<file path="src/rtl/bcd_dec.sv">
// bcd_dec: sequential BCD-to-binary converter (reverse double-dabble).
// One bit of the binary result is produced per clock over BIN_W cycles.
module bcd_dec #(
    parameter int DIGITS = 3,
    parameter int BIN_W  = 10
) (
    input  logic                  clk,
    input  logic                  rst,
    input  logic                  start,
    input  logic [4*DIGITS-1:0]   bcd,
    output logic [BIN_W-1:0]      bin,
    output logic                  busy,
    output logic                  done,
    output logic                  err
);

    localparam int BCD_W = 4 * DIGITS;
    localparam int SR_W  = BCD_W + BIN_W;
    localparam int CNT_W = (BIN_W > 1) ? $clog2(BIN_W) : 1;
    localparam logic [CNT_W-1:0] LAST = CNT_W'(BIN_W - 1);

    typedef enum logic [1:0] {
        S_IDLE,
        S_SHIFT,
        S_DONE
    } state_t;

    state_t             r_state, w_state_nxt;
    logic [SR_W-1:0]    r_sr, w_sr_nxt;
    logic [CNT_W-1:0]   r_cnt, w_cnt_nxt;
    logic               r_err_pend, w_err_pend_nxt;
    logic [BIN_W-1:0]   r_bin, w_bin_nxt;
    logic               r_busy, w_busy_nxt;
    logic               r_done, w_done_nxt;
    logic               r_err, w_err_nxt;

    logic [SR_W-1:0]    w_shift;
    logic [SR_W-1:0]    w_adj;
    logic               w_bad;

    // Shift right, then pull every BCD digit >= 8 back down by 3.
    always_comb begin
        w_shift = {1'b0, r_sr[SR_W-1:1]};
        w_adj   = w_shift;
        for (int d = 0; d < DIGITS; d++) begin
            if (w_shift[BIN_W+4*d +: 4] >= 4'd8) begin
                w_adj[BIN_W+4*d +: 4] = w_shift[BIN_W+4*d +: 4] - 4'd3;
            end
        end
    end

    always_comb begin
        w_bad = 1'b0;
        for (int d = 0; d < DIGITS; d++) begin
            if (bcd[4*d +: 4] > 4'd9) begin
                w_bad = 1'b1;
            end
        end
    end

    always_comb begin
        w_state_nxt    = r_state;
        w_sr_nxt       = r_sr;
        w_cnt_nxt      = r_cnt;
        w_err_pend_nxt = r_err_pend;
        w_bin_nxt      = r_bin;
        w_busy_nxt     = r_busy;
        w_done_nxt     = 1'b0;
        w_err_nxt      = r_err;
        unique case (r_state)
            S_IDLE: begin
                if (start) begin
                    w_sr_nxt       = {bcd, {BIN_W{1'b0}}};
                    w_cnt_nxt      = '0;
                    w_err_pend_nxt = w_bad;
                    w_busy_nxt     = 1'b1;
                    w_state_nxt    = S_SHIFT;
                end
            end
            S_SHIFT: begin
                w_sr_nxt  = w_adj;
                w_cnt_nxt = r_cnt + 1'b1;
                if (r_cnt == LAST) begin
                    w_bin_nxt   = r_err_pend ? '0 : w_adj[BIN_W-1:0];
                    w_err_nxt   = r_err_pend;
                    w_busy_nxt  = 1'b0;
                    w_done_nxt  = 1'b1;
                    w_state_nxt = S_DONE;
                end
            end
            S_DONE: begin
                w_state_nxt = S_IDLE;
            end
            default: begin
                w_state_nxt = S_IDLE;
            end
        endcase
    end

    always_ff @(posedge clk or posedge rst) begin
        if (rst) begin
            r_state    <= S_IDLE;
            r_sr       <= '0;
            r_cnt      <= '0;
            r_err_pend <= 1'b0;
            r_bin      <= '0;
            r_busy     <= 1'b0;
            r_done     <= 1'b0;
            r_err      <= 1'b0;
        end else begin
            r_state    <= w_state_nxt;
            r_sr       <= w_sr_nxt;
            r_cnt      <= w_cnt_nxt;
            r_err_pend <= w_err_pend_nxt;
            r_bin      <= w_bin_nxt;
            r_busy     <= w_busy_nxt;
            r_done     <= w_done_nxt;
            r_err      <= w_err_nxt;
        end
    end

    assign bin  = r_bin;
    assign busy = r_busy;
    assign done = r_done;
    assign err  = r_err;

endmodule

</file>
<file path="config.mk">
export PLATFORM = sky130hd
export DESIGN_NAME = bcd_dec
export DESIGN_NICKNAME = d
export VERILOG_FILES = /design/src/rtl/bcd_dec.sv
export SDC_FILE = /design/constraint.sdc
export NUM_CORES = 1
export LEC_CHECK = 0
export BUFFER_PORTS_ARGS = -buffer_cell sky130_fd_sc_hd__buf_4
export CAP_MARGIN = 15
export CORE_MARGIN = 8
export CORE_UTILIZATION = 30
export CTS_CLUSTER_SIZE = 16
export DETAILED_ROUTE_END_ITERATION = 8
export PLACE_DENSITY = 0.53
export SLEW_MARGIN = 20
export SYNTH_ARGS = -nofsm -noshare
export SYNTH_HDL_FRONTEND = slang
export SYNTH_SLANG_ARGS = --single-unit
</file>
<file path="constraint.sdc">
create_clock -name clk -period 1.9 [get_ports clk]
set_clock_uncertainty 0.05 [all_clocks]
set_input_delay 0.19 -clock clk [delete_from_list [all_inputs] [get_ports clk]]
set_output_delay 0.19 -clock clk [all_outputs]
set_load 0.005 [all_outputs]
</file>
==> results of run 1 <==
## layer usage
| metal | up-vias | wire [um] |
|---|---|---|
| met2 | 25 | 2050 |
| met5 | - | 0 |
| met3 | 3 | 119 |
| li1 | 685 | - |
| met4 | 0 | 19 |
| met1 | 717 | 2120 |
## synth_stat cells
cell	n
mux2_1	8
dfrtp_1	41
a21o_1	2
and4_1	2
nor4b_1	2
o311ai_0	1
a32o_1	2
o21ai_0	11
o32ai_1	2
clkbuf_1	3
a21oi_1	6
a221oi_1	2
mux2i_1	2
nand3_1	2
nor2_1	8
nand2b_1	3
nor2b_1	11
buf_2	3
nor2b_4	1
and3b_1	3
nand4_1	1
inv_1	10
a22o_1	9
o22ai_1	1
xnor2_1	4
buf_1	2
mux2_2	3
buf_4	1
nand2_1	6
o22a_1	2
o21bai_1	1
nor3b_1	4
or2_2	1
a211oi_1	2
a41oi_1	1
o21a_1	1
buf_6	1
a221o_1	2
ha_1	6
## repair_timing
action	CTS	global route
gates resized for setup	0	0
endpoints found under the setup margin	0	0
hold buffers	1	0
hold endpoints to repair	30	0
buffers inserted	0	0
## cell type report
| cell class | instances | area, sq um |
|---|---|---|
| clock buffers | 6 | 82.6 |
| clock inverters | 2 | 37.5 |
| fillers | 631 | 3960 |
| inverters | 10 | 37.5 |
| multi-input cells | 112 | 847 |
| flip-flops and latches | 41 | 1030 |
| well taps | 77 | 96.3 |
| repair buffers | 35 | 265 |
## logic make-up (layout without fill, tap and decap cells)
kind of cell / count (synthesis) / in the layout
mux: 13 / 13
compound gates: 45 / 45
buf+inv: 20 / 53
flops: 41 / 41
xor+xnor: 4 / 4
fa+ha+maj: 6 / 6
simple gates: 44 / 44
## registers in the layout (all words and copies together) (netlist names)
signal / flops
r_cnt: 4
r_state: 2
busy: 1
r_sr: 21
err: 1
bin: 10
done: 1
r_err_pend: 1
## worst max-delay path, cell delays in order (launching register included)
cell,delay [ns]
dfrtp_1,0.40
inv_1,0.08
ha_1,0.17
and4_1,0.19
buf_4,0.21
mux2_2,0.35
## worst max-delay path by stage
stage | cells past startpoint | slack, ns | from | end
after floorplan | 6 | 0.33 | r_state[1] | err
after global placement | 5 | 0.37 | r_cnt[1] | bin[1]
after detailed placement | 5 | 0.32 | r_cnt[1] | bin[1]
after CTS | 5 | 0.31 | r_cnt[1] | bin[1]
after global routing | 5 | 0.24 | r_cnt[1] | err
final | 5 | 0.33 | r_cnt[1] | bin[1]
## where the power goes
group | switching [mW] | internal (mW)
clock | 0.307 | 0.427
combinational | 0.665 | 0.804
sequential | 0.333 | 1.25
total | 1.31 | 2.49
## per-stage QoR
step                      area [sq um]  power, mW  setup slack (ns)
after floorplan                   1960       2.57             0.328
after global routing              2390       4.13             0.242
after detailed placement          2260       3.10             0.318
final                             2390       3.79             0.331
after CTS                         2390       3.86             0.308
after global placement            2260       3.07             0.365
==> results.cfg, run 1 <==
[outcome]
run_status = completed

[detailed_routing]
via_per_inst = 5.05
drtPass1Iterations = 4
vias = 1430
drc = 0
routed_wl_um = 4320
routedWlPerCell_um = 15.3
postRouteAntennaNets = 0
first_iter_violations = 78

[global_route]
globalRoute.totalOverflow = 0
grt_usage_pct = 9.69
use_met1_pct = 13.0
grt_pass1_vias = 1453
grt_pass1_wl_um = 7510
grt.busiest_layer = met2
use_met3_pct = 1.92
grt_max_degree = 42
antenna_found_initial = 0
grtUsageMet2_pct = 14.5

[critical_path]
reg2reg_to = bin[1]
crit_path_start_kind = register
critPathArrivalTime_ns = 1.70
critPathCaptureType = register
worstSetupPathType = register to register
required_ns = 2.03
cp_max_fo = 13
r2r_setup_slack_ns = 0.33
r2r_cells = 5
r2r-start = r_cnt[1]

[finish]
layout_commonest_cell = dfrtp_1
final_cell_mix = 41 x dfrtp_1, 34 x buf_4, 11 x nor2b_1, 11 x o21ai_0, 10 x inv_1
final_cell_count_no_fill = 283
nNetsFinal = 226
area_growth_pct = 21.9
finalCoreUtilization_pct = 37.7
drive_above_1_share_pct = 22.8
diodes = 0

[logic_synthesis]
yosys.area_share.simple_pct = 13.6
synth_compound_area_share_pct = 16.6
synth_top_family_by_area = compound AO/OA/AOI/OAI gates
synth_fp_nets = 194
synth_adder_area_share_pct = 3.82
synth_cell_types = 39
netlist_area_sq_um = 1960
synth_mux_area_share_pct = 7.33
yosysTopAreaCell = dfrtp_1
synth_area_leaders = dfrtp_1 52%, mux2_1 4.6%, a22o_1 4.0%
synth_xor_area_share_pct = 1.78
yosysWarnings = 0
syn-mean-instance-area_sq_um = 11.3
ys_ff_latch = 41
synth_top_area_share_pct = 52.3
syn_inst = 173
yosysSeqAreaShare_pct = 52.3

[worst_hold_path]
hold_class = input pin to register
holdPathEnd = r_sr[21]
hold_start = bcd[11]
whs_path_depth = 2

[sta]
whs_ns = 0.0761
hold_viol_final = 0
rsz0062_at_grt = no
maxSlewViolCount = 0
clock.fmax_mhz = 637
tightest_slew_ns = 0.531
fin_crit_sh_pct = 82.6
setup_violations = 0
final.min_clock_period_ns = 1.57
maxSlewHeadroom_pct = 64.6
fin_tns_setup_ns = 0

[power_and_ir_drop]
vdd_drop_max_mv = 0.471
leakage_nw = 1.12
power.density_nw_per_um2 = 1580

[clocking]
cts_sinks = 41
clk_latency_ns = 0.29
htreeDepth = 2
cts_tree = yes
clkSlewWorstSetupHoldPaths_ns = 0.08
cts_buffers = 5
cts_buffer_depth = 2
cts-root-buf = clkbuf_8

[die]
initial_utilization_pct = 30.9
die_x_um = 96.9
coreArea_sq_um = 6350
io_pins = 28
die_y_um = 96.9
rows = 29
die-area_sq_um = 9390

[placement]
io_buffer_count = 27
place_congestion = 0.697
dp_hpwl_um = 2920
place_inst = 274

[run]
drv_cap = 0
(Power assumes the default switching activity.)
==> run 2, diff against run 1 <==
Settings changed: PLACE_DENSITY 0.53 to 0.55.
Clock period 1.9 ns to 1.43 ns, I/O delays scaled along.
==> results.cfg, run 2 (synthesis results as in run 1) <==
[finish]
drive_above_1_share_pct = 36.0
final_area_sq_um = 2640
nNetsFinal = 248
diodes = 0
largest_reg_flops = 21
final_cell_mix = 52 x buf_4, 41 x dfrtp_1, 11 x nor2b_1, 11 x mux2_4, 11 x o21ai_0
area_growth_pct = 34.5
layout_commonest_cell = buf_4
largest_register = r_sr
final_cell_count_no_fill = 305

[clocking]
cts_buffer_depth = 2
htreeDepth = 2
cts_buffers = 5
clkSlewWorstSetupHoldPaths_ns = 0.08
cts_tree = yes
cts-root-buf = clkbuf_8
cts_sinks = 41
clk_latency_ns = 0.30

[die]
rows = 29
die_x_um = 96.9
coreArea_sq_um = 6350
die-area_sq_um = 9390
io_pins = 28
initial_utilization_pct = 30.9
die_y_um = 96.9

[detailed_routing]
via_per_inst = 4.87
routedWlPerCell_um = 14.8
vias = 1485
postRouteAntennaNets = 0
drc = 0
first_iter_violations = 44
drtPass1Iterations = 4
routed_wl_um = 4510

[critical_path]
crit_slowest_cell = dfrtp_1
crit_path_start_kind = register
path_cells = inv_2 > ha_4 > and4_4 > buf_6 > mux2_4
critPathArrivalTime_ns = 1.55
crit_family = flip-flops
critPathCaptureType = register
required_ns = 1.56
cp_max_fo = 6
cpPeakStageDelay_ns = 0.40
critPathBufInv = 2
worstSetupPathType = register to register

[sta]
hold_viol_final = 0
rsz0062_at_grt = yes
maxSlewViolCount = 0
fin_crit_sh_pct = 99.2
setup_violations = 0
maxSlewHeadroom_pct = 74.0
clock.fmax_mhz = 705
setup_slack_ns = 0.0108
tightest_slew_ns = 0.389
final.min_clock_period_ns = 1.42

[power_and_ir_drop]
leakage_nw = 1.25
vdd_drop_max_mv = 0.700
power.density_nw_per_um2 = 2130

[placement]
dp_hpwl_um = 3190
place_inst = 294
placed_cell_area_sq_um = 2450
io_buffer_count = 27
place_ws_ns = -0.0544
place_congestion = 0.791

[global_route]
antenna_found_initial = 0
grt_usage_pct = 9.91
grt_pass1_wl_um = 7760
globalRoute.totalOverflow = 0
grt_pass1_vias = 1549
grt_max_degree = 42

[run]
drv_cap = 0

[worst_hold_path]
hold_class = input pin to register

[outcome]
run_status = completed
## run 2: repair_timing
action,in CTS,in global routing
buffers inserted,2,0
hold buffers,1,0
endpoints found under the setup margin,12,14
pin swaps,1,0
hold endpoints to repair,41,0
resized for setup,11,2
## run 2: final timing paths
check / cells after the start / end / startpoint / slack, ns
worst max register to register: 5 / bin[3] / r_cnt[1] / 0.01
worst min-delay path: 2 / r_sr[21] / bcd[11] / 0.02
worst min register to register: 2 / r_sr[19] / r_sr[19] / 0.44
max in group asynchronous: 4 / bin[0] / rst / 0.72
min in group asynchronous: 4 / r_sr[11] / rst / 0.40
worst max-delay path: 5 / bin[3] / r_cnt[1] / 0.01
## run 2: metrics by stage
stage               utilization (%)  power, mW  hold slack (ns)  setup TNS [ns]
finish                         41.6       5.63           0.0159               0
global route                   41.6       6.06          0.00977          -0.441
detailed placement             38.7       4.56            0.181          -0.415
floorplan                         -       3.51            0.226          -0.991
global placement               38.7       4.52            0.179          -0.158
CTS                            41.5       5.67          0.00663               0
## run 2: power by group
part	total (mW)	switching (mW)	leakage [nW]	internal [mW]
Clock	0.953	0.431	0.0543	0.523
Sequential	2.06	0.398	0.521	1.67
Combinational	2.61	1.08	0.676	1.53
Total	5.63	1.91	1.25	3.72
## run 2: per-layer routing
| layer | vias to the layer above | wire [um] | global-route usage [%] |
|---|---|---|---|
| li1 | 728 | - | - |
| met1 | 727 | 2210 | 12.4 |
| met2 | 23 | 2080 | 15.7 |
| met3 | 7 | 149 | 2.70 |
| met4 | 0 | 66 | 3.91 |
| met5 | - | 0 | 0 |
## run 2: cell type report
cell class	instances	area (sq um)
fillers	594	3710
flip-flops and latches	41	1030
multi-input cells	112	912
repair buffers	57	454
well taps	77	96.3
clock buffers	5	68.8
clock inverters	3	46.3
inverters	10	37.5
